$ cat src/rtl/seven_seg_arbiter.sv
// Round-robin owner arbitration for the shared 4-digit seven-segment display.
// Three requesters compete for the display. Each owner gets a minimum dwell
// before a competitor can take over, and the owner's digits are forwarded,
// registered, to the unchanged scanner that sits downstream.
//
// state | meaning
// ------+----------------------------------------------------------
// IDLE  | no owner; grant=0, displays show IDLE_VALUE
// OWNED | requester `owner` holds the display; dwell counter running
module seven_seg_arbiter #(
  parameter int          HOLD_COUNT = 10_000_000 - 1,
  parameter logic [15:0] IDLE_VALUE = 16'h0000
) (
  input  logic        clk_10Mhz,
  input  logic        reset_n,
  input  logic [2:0]  req,
  input  logic [15:0] data0,
  input  logic [15:0] data1,
  input  logic [15:0] data2,
  output logic [2:0]  grant,
  output logic        busy,
  output logic [3:0]  displayA,
  output logic [3:0]  displayB,
  output logic [3:0]  displayC,
  output logic [3:0]  displayD
);

  localparam int            CW     = $clog2(HOLD_COUNT + 1);
  localparam logic [CW-1:0] HOLD_C = CW'(HOLD_COUNT);

  typedef enum logic {
    IDLE  = 1'b0,
    OWNED = 1'b1
  } state_t;

  state_t        state, state_nx;
  logic [1:0]    owner, owner_nx;
  logic [1:0]    last, last_nx;
  logic [CW-1:0] cnt, cnt_nx;
  logic [2:0]    own_mask;
  logic [15:0]   disp_nx;

  // Next requester index, wrapping 2 -> 0.
  function automatic logic [1:0] rr_step(input logic [1:0] p);
    return (p == 2'd2) ? 2'd0 : p + 2'd1;
  endfunction

  // First set request scanning p+1, p+2, then p itself. Callers only use the
  // result when some request bit is set.
  function automatic logic [1:0] rr_winner(input logic [2:0] r, input logic [1:0] p);
    logic [1:0] c1;
    logic [1:0] c2;
    c1 = rr_step(p);
    c2 = rr_step(c1);
    if (r[c1])      return c1;
    else if (r[c2]) return c2;
    else            return p;
  endfunction

  // Next-state decision: release first, then dwell-expired preemption, else hold.
  always_comb begin
    state_nx = state;
    owner_nx = owner;
    last_nx  = last;
    cnt_nx   = cnt;
    own_mask = 3'b001 << owner;
    disp_nx  = IDLE_VALUE;

    case (state)
      IDLE: begin
        if (req != 3'b000) begin
          owner_nx = rr_winner(req, last);
          last_nx  = owner_nx;
          cnt_nx   = '0;
          state_nx = OWNED;
        end
      end
      OWNED: begin
        if (!req[owner]) begin
          // The dwell is not enforced when the owner lets go.
          if ((req & ~own_mask) != 3'b000) begin
            owner_nx = rr_winner(req, owner);
            last_nx  = owner_nx;
            cnt_nx   = '0;
          end else begin
            state_nx = IDLE;
            cnt_nx   = '0;
          end
        end else if (cnt == HOLD_C && (req & ~own_mask) != 3'b000) begin
          owner_nx = rr_winner(req, owner);
          last_nx  = owner_nx;
          cnt_nx   = '0;
        end else if (cnt != HOLD_C) begin
          cnt_nx = cnt + CW'(1);
        end
      end
      default: begin
        state_nx = IDLE;
        cnt_nx   = '0;
      end
    endcase

    // Displays follow the next-state owner so a handoff carries new data
    // on the same edge as the new grant.
    if (state_nx == OWNED) begin
      case (owner_nx)
        2'd0:    disp_nx = data0;
        2'd1:    disp_nx = data1;
        default: disp_nx = data2;
      endcase
    end
  end

  // State, pointer, dwell counter and registered outputs.
  always_ff @(posedge clk_10Mhz) begin
    if (!reset_n) begin
      state <= IDLE;
      owner <= 2'd0;
      last  <= 2'd2;
      cnt   <= '0;
      grant <= 3'b000;
      busy  <= 1'b0;
      {displayA, displayB, displayC, displayD} <= IDLE_VALUE;
    end else begin
      state <= state_nx;
      owner <= owner_nx;
      last  <= last_nx;
      cnt   <= cnt_nx;
      grant <= (state_nx == OWNED) ? (3'b001 << owner_nx) : 3'b000;
      busy  <= (state_nx == OWNED);
      {displayA, displayB, displayC, displayD} <= disp_nx;
    end
  end

endmodule

$ cat config.mk
export PLATFORM = sky130hd
export DESIGN_NAME = seven_seg_arbiter
export DESIGN_NICKNAME = d
export VERILOG_FILES = /design/src/rtl/seven_seg_arbiter.sv
export SDC_FILE = /design/constraint.sdc
export NUM_CORES = 1
export LEC_CHECK = 0
export CAP_MARGIN = 20
export CORE_UTILIZATION = 47
export CTS_CLUSTER_DIAMETER = 120
export CTS_CLUSTER_SIZE = 12
export DETAILED_ROUTE_END_ITERATION = 10
export PLACE_DENSITY = 0.84
export RECOVER_POWER = 25
export SLEW_MARGIN = 20
export SYNTH_ARGS = -nofsm -noshare
export SYNTH_HDL_FRONTEND = slang
export SYNTH_SLANG_ARGS = --single-unit
$ cat constraint.sdc
create_clock -name clk_10Mhz -period 2.6 [get_ports clk_10Mhz]
set_clock_uncertainty 0.05 [all_clocks]
set_input_delay 0.52 -clock clk_10Mhz [delete_from_list [all_inputs] [get_ports clk_10Mhz]]
set_output_delay 0.52 -clock clk_10Mhz [all_outputs]
set_load 0.01 [all_outputs]
Word level (Yosys, flattened, before mapping):

Cells that the tools add are included.

* register bits after elaboration: 48
* latch bits: 0
* RAM bits: 0
* ROM bits: 0
* input port bits: 53
* output and inout bits: 20
* word-level logic and storage cells: 80
* memories kept: 0

* add/subtract/negate cells: 5
* multiply operators: 0
* divide/modulo/power cells: 0
* $lt $le $gt $ge: 5
* equal/unequal tests: 11
* shift operators: 2
* muxes and demuxes: 38
* bitwise operators: 3
* reduce and logical (&&, ||, !) cells: 7

Operator list (count)
* 2-to-1 mux 24 bit: 4
* case mux 24 bit (2 select lines): 1
* 2-to-1 mux 2 bit: 16
* case mux 16 bit (2 select lines): 1
* adder 24 x 1 -> 24 bit, second input constant: 1
* == test 24 bit, second input constant: 1
* inequality test 24 bit, second input constant: 1
* < comparator 2 x 3 -> 1 bit, second input constant: 5
* binary-select mux 1 bit (select 2 bit): 5
* adder 2 x 1 -> 2 bit, second input constant: 4
* == test 2 bit, second input constant: 4
* 2-to-1 mux 1 bit: 8
* case mux 2 bit (2 select lines): 2
* nonzero test 3 bit: 2
* << shifter 1 x 2 -> 3 bit, first input constant: 2
* inequality test 4 x 2 -> 1 bit, second input constant: 1
* AND reduction 2 bit: 2
* AND 3 bit: 1
* inequality test 3 x 1 -> 1 bit, second input constant: 1
* inequality test 3 x 2 -> 1 bit, second input constant: 1
* inverter 3 bit: 1
* AND reduction 3 bit: 1
* == test 2 x 1 -> 1 bit, second input constant: 1
* logical NOT 2 bit: 1
* 4 further kinds: 4

Longest topological paths before layout:

Gate-level depths: netlist of the first run.

* word-level depth: 13
* mapped depth: 9
* mapped depth without buffers: 7

Worst setup path after synthesis of the first run:

No wires, ideal clock.

* path kind: input -> register
* start point: input port req[2]
* end point: register displayA[3]
* library setup time: 0.139 ns
* arrival: 2.099 ns
* data required time: 2.411 ns
* path slack: 0.312 ns
* stages on the path: 9
* path buffers: 2
* path through: buf_2 > nor4b_1 > a211oi_1 > and2_1 > and3_4 > nor3_4 > buf_4 > mux2i_1 > a211oi_2

* cells in the longest elaborated chain, start to end: 9
* elaborated cells between the ends (all ways): 31
* those cells by class: 1 x eq/ne; 24 x mux; 1 x bitwise; 5 x reduce/logical

Ends and longest elaborated chain
* start, declared: RTL line 16 `input logic [2:0] req,`
* binary-select mux 1 bit (select 2 bit): RTL line 56 `else if (r[c2]) return c2;`
* 2-to-1 mux 1 bit (implied by the code): RTL line 56
* 2-to-1 mux 2 bit: RTL line 56
* 2-to-1 mux 2 bit: RTL line 55 `if (r[c1]) return c1;`
* 2-to-1 mux 2 bit (on tied branches): RTL line 81, 89
* 2-to-1 mux 2 bit: RTL line 79 `if (!req[owner]) begin`
* case mux 2 bit (2 select lines): RTL line 69 `case (state)`
* == test 2 x 1 -> 1 bit or logical NOT 2 bit (tied branches): RTL line 106 `case (owner_nx)`
* case mux 16 bit (2 select lines): RTL line 106
* end signal, assigned: RTL line 131 `{displayA, displayB, displayC, displayD} <= disp_nx;`
* end, declared: RTL line 22 `output logic [3:0] displayA,`

Several ways; a longest one is shown, not always the timed one. The select of a mux whose other input is x is not followed.
A chain may end at the register's enable or synchronous reset.

Worst setup path after layout of the first run:

* start point: input port req[1]
* end point: register displayB[1]

* cells in the longest elaborated chain, start to end: 9
* elaborated cells between the ends (all ways): 31
* those cells by class: 1 x eq/ne; 24 x mux; 1 x bitwise; 5 x reduce/logical

Ends and longest elaborated chain
* binary-select mux 1 bit (select 2 bit): RTL line 56
* 2-to-1 mux 1 bit (implied by the code): RTL line 56
* 2-to-1 mux 2 bit: RTL line 56
* 2-to-1 mux 2 bit: RTL line 55
* 2-to-1 mux 2 bit (on tied branches): RTL line 81, 89
* 2-to-1 mux 2 bit: RTL line 79
* case mux 2 bit (2 select lines): RTL line 69
* == test 2 x 1 -> 1 bit or logical NOT 2 bit (tied branches): RTL line 106
* case mux 16 bit (2 select lines): RTL line 106
* end signal, assigned: RTL line 131
* end, declared: RTL line 23 `output logic [3:0] displayB,`

Several ways; a longest one is shown, not always the timed one. The select of a mux whose other input is x is not followed.

==> metrics, run 1 <==
Int Pwr between 1 and 1.5 mW; Max Cap Violations 0; detailed-route DRC error count 0; count leader, synth nor2_1; complex-gate fraction of the synthesized area approximately 15%; fin nets ~420; sequential cell area roughly 960 um2; routability cong. between 0.8 and 0.9; worst hold path class register to register; final cell count without fillers ~430; drt pass-1 iters 4; switching part of the total about 29%; post-synthesis mux area share around 7.3%; Final Hold Fails 0; total nets after synthesis 332; GRT Total Usage 22.3%; layout cells sized above 1 13.3%; # diodes 0; vias in the first global route about 2.3k; Yosys top cell area share between 30% and 40%; FF-to-FF setup slack 0.22 ns; CTS tree done; clock network power share about a quarter; register area share after synthesis around two fifths; multi-input logic area about 0.0014 mm2; Cells after Synth 278; Max clock buf depth 2; Die Span Y about 75 um; reg2reg end displayB[1]$_SDFF_PN0_; Routed WL 5710 um; largest net degree at the start of global routing 28; initial DRC count between 80 and 90; count of different cell masters after synthesis 50; Setup TNS 0 ns; Critical R2R Launch cnt[15]$_SDFFE_PN0P_; switching power roughly 0.5 mW; Layout area overhead 40.8%; status finished, final reports clean; vias between 2k and 2.5k; adder-cell share of the synthesized area less than 1%; # setup viols final 0; leakage ~1.3 nW; Synth Area in XOR/XNOR ~7.1%; placed instance count 424; register bit total from synthesis 48; io pins 73; Primary FF master, synth dfxtp_1; Setup Buffers After CTS 0; worst endpoint data arrival time between 2 and 3 ns; GRT overflow 0; Routed Antenna Nets 0; Sequential Power Share 45.3%; Syn Std Cell Area 0.00248 mm2; minimum clock period ~2.5 ns; Hold WS roughly 0.47 ns; final period utilization 95.0%; # H-tree levels 2; Pwr Density slightly above 500 mW/mm2; DIE WIDTH 74.6 um; average wire per standard cell between 10 and 15 um; fin. max-slew vios 0; Worst Setup Start Kind primary input; CTS clock-pin slew for the worst setup and hold paths ~0.090 ns; num rows 26; CP endpoint kind register; first-pass GRT wire length a little over 9000 um; main combinational cell family by area after synthesis simple AND/OR/NAND/NOR gates; antenna violations before repair 0; die area 0.00557 mm2; post-synthesis simple-gate area fraction between 20% and 30%; Slew headroom approximately 64%; Initial Utilization between 40% and 50%; post-synthesis async set-or-reset flop share 0%; Port Buffer Count between 70 and 80; Reg2Reg Depth 9; Worst Hold End cnt[22]$_SDFFE_PN0P_; clk root buf clkbuf_8; synth cell count leaders 49 x nor2_1, 48 x dfxtp_1, 18 x mux2i_1, 15 x nand2_1, 13 x a211oi_1; Cells on Worst Hold Path 2; CP Data Required Time 2.77 ns; Worst VDD drop 0.000306 V; cell taking the most area after synthesis dfxtp_1; Hold Startpoint cnt[22]$_SDFFE_PN0P_; vias per cell 5.27; CTS sink cnt between 40 and 50; TritonCTS buffer count 5; core footprint between 0.005 and 0.006 mm2; EDFF count, synth 0; RSZ-0062 raised after global routing no; FMAX 0.405 GHz; DP HPWL ~4300 um; Avg Cell Area, Syn roughly 9 um2; fillers about 390; Comb pwr share 28.0%; Setup CP Type primary input to register; worst setup path start req[1]; worst-skew pair later-pin latency slightly above 0.3 ns; synth top area cells dfxtp_1 39%, nor2_1 7.4%, mux2i_1 7.3%; CP max FO 27; Ys Warns 0; Worst Tran Pin Value 0.530 ns
-- power by group through the flow --
| stage | clock network (mW) | registers (mW) | logic [mW] |
|---|---|---|---|
| final | 0.480 | 0.814 | 0.503 |
| after detailed placement | 0 | 0.831 | 0.506 |
| after global placement | 0 | 0.831 | 0.497 |
| after floorplan | 0 | 0.842 | 0.257 |
| after global routing | 0.521 | 0.822 | 0.542 |
| after CTS | 0.488 | 0.814 | 0.510 |
-- per-stage QoR --
stage	power, mW	setup slack, ns	cell area (um2)	util [%]
after floorplan	1.10	0.312	2480	-
after global placement	1.33	-0.225	3360	65.9
after detailed placement	1.34	-0.261	3360	65.9
after CTS	1.81	0.0606	3460	67.8
after global routing	1.89	0.00593	3490	68.3
final	1.80	0.131	3490	68.3
-- flip-flops by register name, summed over array words and instances, names as in the netlist --
name      cells
state         1
last          2
displayD      4
grant         3
cnt          24
displayB      4
displayA      4
displayC      4
owner         2
-- cell families (layout without fill, tap and decap cells) --
| family | Yosys count | after routing |
|---|---|---|
| xor gates and xnor gates | 20 | 20 |
| DFF | 48 | 48 |
| buffers and inverters | 26 | 110 |
| AOI/OAI and AO/OA | 43 | 43 |
| muxes | 18 | 18 |
| and+or+nand+nor | 122 | 122 |
| adders and majority gates | 1 | 1 |
-- metal layers --
metal / GRT usage (%) / wire length (um) / up-vias
li1: - / - / 1153
met1: 23.4 / 2410 / 1038
met2: 38.2 / 2720 / 73
met3: 10.7 / 477 / 12
met4: 9.22 / 98 / 0
met5: 0 / 0 / -
-- worst max-delay path by stage --
stage                             end  slack [ns]
2_1_floorplan  displayA[3]$_SDFF_PN0_        0.31
3_3_place_gp     cnt[23]$_SDFFE_PN0P_       -0.23
3_5_place_dp   displayD[1]$_SDFF_PN0_       -0.26
4_1_cts        displayC[3]$_SDFF_PN0_        0.06
5_1_grt          cnt[23]$_SDFFE_PN0P_       0.006
6_report       displayB[1]$_SDFF_PN0_        0.13
-- cells in the final DEF (no fill, tap or decap), types with 4 or more instances in the layout --
| cell | Yosys | final |
|---|---|---|
| dfxtp_1 | 48 | 48 |
| inv_1 | 8 | 8 |
| a21oi_1 | 6 | 6 |
| xnor2_1 | 8 | 8 |
| buf_4 | 3 | 20 |
| nand4_1 | 9 | 9 |
| a211oi_1 | 13 | 13 |
| nor4_1 | 4 | 4 |
| clkdlybuf4s50_1 | 0 | 56 |
| nand2_1 | 15 | 15 |
| nor2_1 | 49 | 49 |
| a211oi_2 | 5 | 5 |
| nand3_1 | 10 | 10 |
| mux2i_1 | 18 | 18 |
| o21ai_0 | 5 | 5 |
| xor2_1 | 12 | 12 |
| clkbuf_8 | 0 | 6 |
| or3_1 | 4 | 4 |
| nor3_1 | 4 | 4 |
| dlygate4sd3_1 | 0 | 15 |
-- critical path, cell delays in order --
cell and delay [ns]:
clkdlybuf4s50_1 0.55, inv_1 0.11, o32ai_4 0.31, o41ai_4 0.13, buf_4 0.16, o2bb2ai_1 0.15
a21boi_4 0.21, buf_12 0.19, nor2_1 0.06, a211oi_1 0.23
-- final cells by class --
type                       count  share of cell area [%]
multi-input combinational    204                    40.1
sequential                    48                    27.5
timing repair buffer          94                    26.2
tap                           70                    2.51
clock buffer                   6                    2.37
inverter                       8                   0.861
clock inverter                 2                   0.395
-- what timing repair did --
| item | CTS | global route |
|---|---|---|
| endpoints found under the setup margin | 0 | 16 |
| resized for setup | 0 | 5 |
| hold buffers | 0 | 0 |
(Power assumes the default switching activity.)
==> inputs of run 2 (changes only) <==
- CORE_UTILIZATION: 47 -> 51
- PLACE_DENSITY: 0.84 -> 0.89
- clock period: 2.6 -> 3.2 ns (I/O delays scaled with it)
==> metrics, run 2 (synthesis results as in run 1) <==
Critical R2R Launch cnt[15]$_SDFFE_PN0P_ (unchanged); CP Data Required Time 3.35 ns (was 2.77 ns); antenna violations before repair 0 (unchanged); FMAX about 0.36 GHz; first-pass GRT wire length 9080 um (was 9350 um); CP endpoint kind register (unchanged); Die Span Y 71.7 um (was 74.6 um); Final Util 74.3% (was 68.3%); Setup Buffers After CTS 0 (unchanged); final period utilization 87.1%; CTS clock-pin slew for the worst setup and hold paths 0.08 ns (was 0.09 ns); reg2reg end cnt[5]$_SDFFE_PN0P_ (was displayB[1]$_SDFF_PN0_); RSZ-0062 raised after global routing no (unchanged); Routed WL 5480 um (was 5710 um); vias 2,237 (was 2,276); most frequent cells in the layout 55 x clkdlybuf4s50_1, 49 x nor2_1, 48 x dfxtp_1 (was 56 x clkdlybuf4s50_1, 49 x nor2_1, 48 x dfxtp_1); Reg2Reg Depth 7 (was 9); CTS tree done (unchanged); vias per cell 5.56 (was 5.27); die area 0.00514 mm2 (was 0.00557 mm2); Post-Place Setup Slack 0.116 ns (was -0.261 ns); switching part of the total 27.7% (was 28.6%); FF-to-FF setup slack 0.84 ns (was 0.22 ns); switching power 0.392 mW (was 0.513 mW); Final Hold Fails 0 (unchanged); Max clock buf depth 2 (unchanged); drt pass-1 iters 4 (unchanged); Max Cap Violations 0 (unchanged); # setup viols final 0 (unchanged); GRT Total Usage 22.3% (about the same); Initial Utilization 55.0% (was 48.5%); TritonCTS buffer count 5 (unchanged); clock network power share 26.1% (was 26.7%); core footprint 0.00450 mm2 (was 0.00511 mm2); CP endpoint displayD[0]$_SDFF_PN0_ (was displayB[1]$_SDFF_PN0_); worst endpoint data arrival time 2.94 ns (was 2.64 ns); Setup CP Type primary input to register (unchanged); Worst Tran Pin Value 0.542 ns (was 0.530 ns); Int Pwr 1.02 mW (was 1.28 mW); # H-tree levels 2 (unchanged); GRT overflow 0 (unchanged); Largest Register cnt (unchanged); Pwr Density 423 mW/mm2 (was 515 mW/mm2); minimum clock period approximately 2.8 ns; clk root buf clkbuf_8 (unchanged); DP HPWL 4160 um (was 4320 um); worst setup path start req[0] (was req[1]); CTS sink cnt 48 (unchanged); hold buffer count at cts 0 (unchanged); fin. max-slew vios 0 (unchanged); commonest non-fill, non-tap cell in the layout clkdlybuf4s50_1 (unchanged); post-cts sizing count 0 (unchanged); fin nets 403 (was 415); leakage 1.22 nW (was 1.29 nW); status finished, final reports clean (unchanged); Layout area overhead 35.1% (was 40.8%); Comb pwr share 27.1% (was 28.0%); Routed Antenna Nets 0 (unchanged); Largest register FFs 24 (unchanged); detailed-route DRC error count 0 (unchanged); # diodes 0 (unchanged); Worst VDD drop 0.000362 V (was 0.000306 V); placed instance count 394 (was 424); Slew headroom 63.7% (was 64.3%); Worst Setup Start Kind primary input (unchanged); worst-skew pair later-pin latency 0.30 ns (was 0.31 ns); routability cong. 0.801 (was 0.842); initial DRC count 114 (was 86); num rows 24 (was 26); DIE WIDTH 71.7 um (was 74.6 um); io pins 73 (unchanged); layout cells sized above 1 9.14% (was 13.3%); final cell count without fillers 402 (was 432); Setup TNS 0 ns (unchanged); CP max FO 36 (was 27); largest net degree at the start of global routing 37 (was 28); average wire per standard cell 13.6 um (was 13.2 um); worst hold path class register to register (unchanged); vias in the first global route 2,092 (was 2,252); Port Buffer Count 72 (unchanged); Sequential Power Share 46.8% (was 45.3%); final worst slack 0.413 ns (was 0.131 ns)
==> run 2: cell types whose count changed in the layout (fill, tap and decap cells not counted), moves of 2 or more <==
cell           previous run  this run
nor4b_2                   2         0
dlygate4sd3_1            15        17
buf_4                    20         8
nor4b_1                   1         3
==> run 2: area by class of cell <==
cell class	count	area (um2)
Clock inverter	1	7.51
Multi-Input combinational cell	204	1380
Sequential cell	48	961
Inverter	8	30.0
Clock buffer	7	86.3
Fill cell	315	1160
Tap cell	52	65.1
Timing Repair Buffer	82	821
==> run 2: how the worst min path moves through the flow <==
stage | from | end | slack (ns) | cells past startpoint
global placement | cnt[18]$_SDFFE_PN0P_ | cnt[18]$_SDFFE_PN0P_ | 0.43 | 2
global route | cnt[18]$_SDFFE_PN0P_ | cnt[18]$_SDFFE_PN0P_ | 0.51 | 2
floorplan | cnt[18]$_SDFFE_PN0P_ | cnt[18]$_SDFFE_PN0P_ | 0.42 | 2
CTS | cnt[18]$_SDFFE_PN0P_ | cnt[18]$_SDFFE_PN0P_ | 0.46 | 2
finish | cnt[23]$_SDFFE_PN0P_ | cnt[23]$_SDFFE_PN0P_ | 0.47 | 2
detailed placement | cnt[23]$_SDFFE_PN0P_ | cnt[23]$_SDFFE_PN0P_ | 0.45 | 2
==> run 2: power by group through the flow <==
stage	Combinational, mW	Sequential [mW]	Clock [mW]
4_1_cts	0.397	0.664	0.381
5_1_grt	0.413	0.667	0.412
6_report	0.384	0.662	0.370
3_3_place_gp	0.388	0.675	0
3_5_place_dp	0.395	0.678	0
2_1_floorplan	0.209	0.684	0
==> run 2: critical path, stage by stage <==
cell	delay, ns
clkdlybuf4s50_1	0.67
o21ai_0	0.20
a211oi_1	0.31
and2_1	0.26
nand3_1	0.14
a21boi_4	0.20
buf_12	0.21
nor2_1	0.06
a211oi_1	0.24
==> run 2: stage by stage <==
| stage | instance area, um2 | hold slack, ns | total power [mW] |
|---|---|---|---|
| 2_1_floorplan | 2480 | 0.421 | 0.893 |
| 3_3_place_gp | 3250 | 0.431 | 1.06 |
| 3_5_place_dp | 3250 | 0.447 | 1.07 |
| 4_1_cts | 3350 | 0.464 | 1.44 |
| 5_1_grt | 3350 | 0.513 | 1.49 |
| 6_report | 3350 | 0.467 | 1.42 |
==> run 2: metal layers <==
metal  vias to the layer above  share of wire (%)  GRT usage (%)
li1                       1123                  -              -
met1                      1022                 43           26.1
met2                        80                 46           36.8
met3                        12                8.8           9.00
met4                         0                2.3           8.28
met5                         -                  0              0
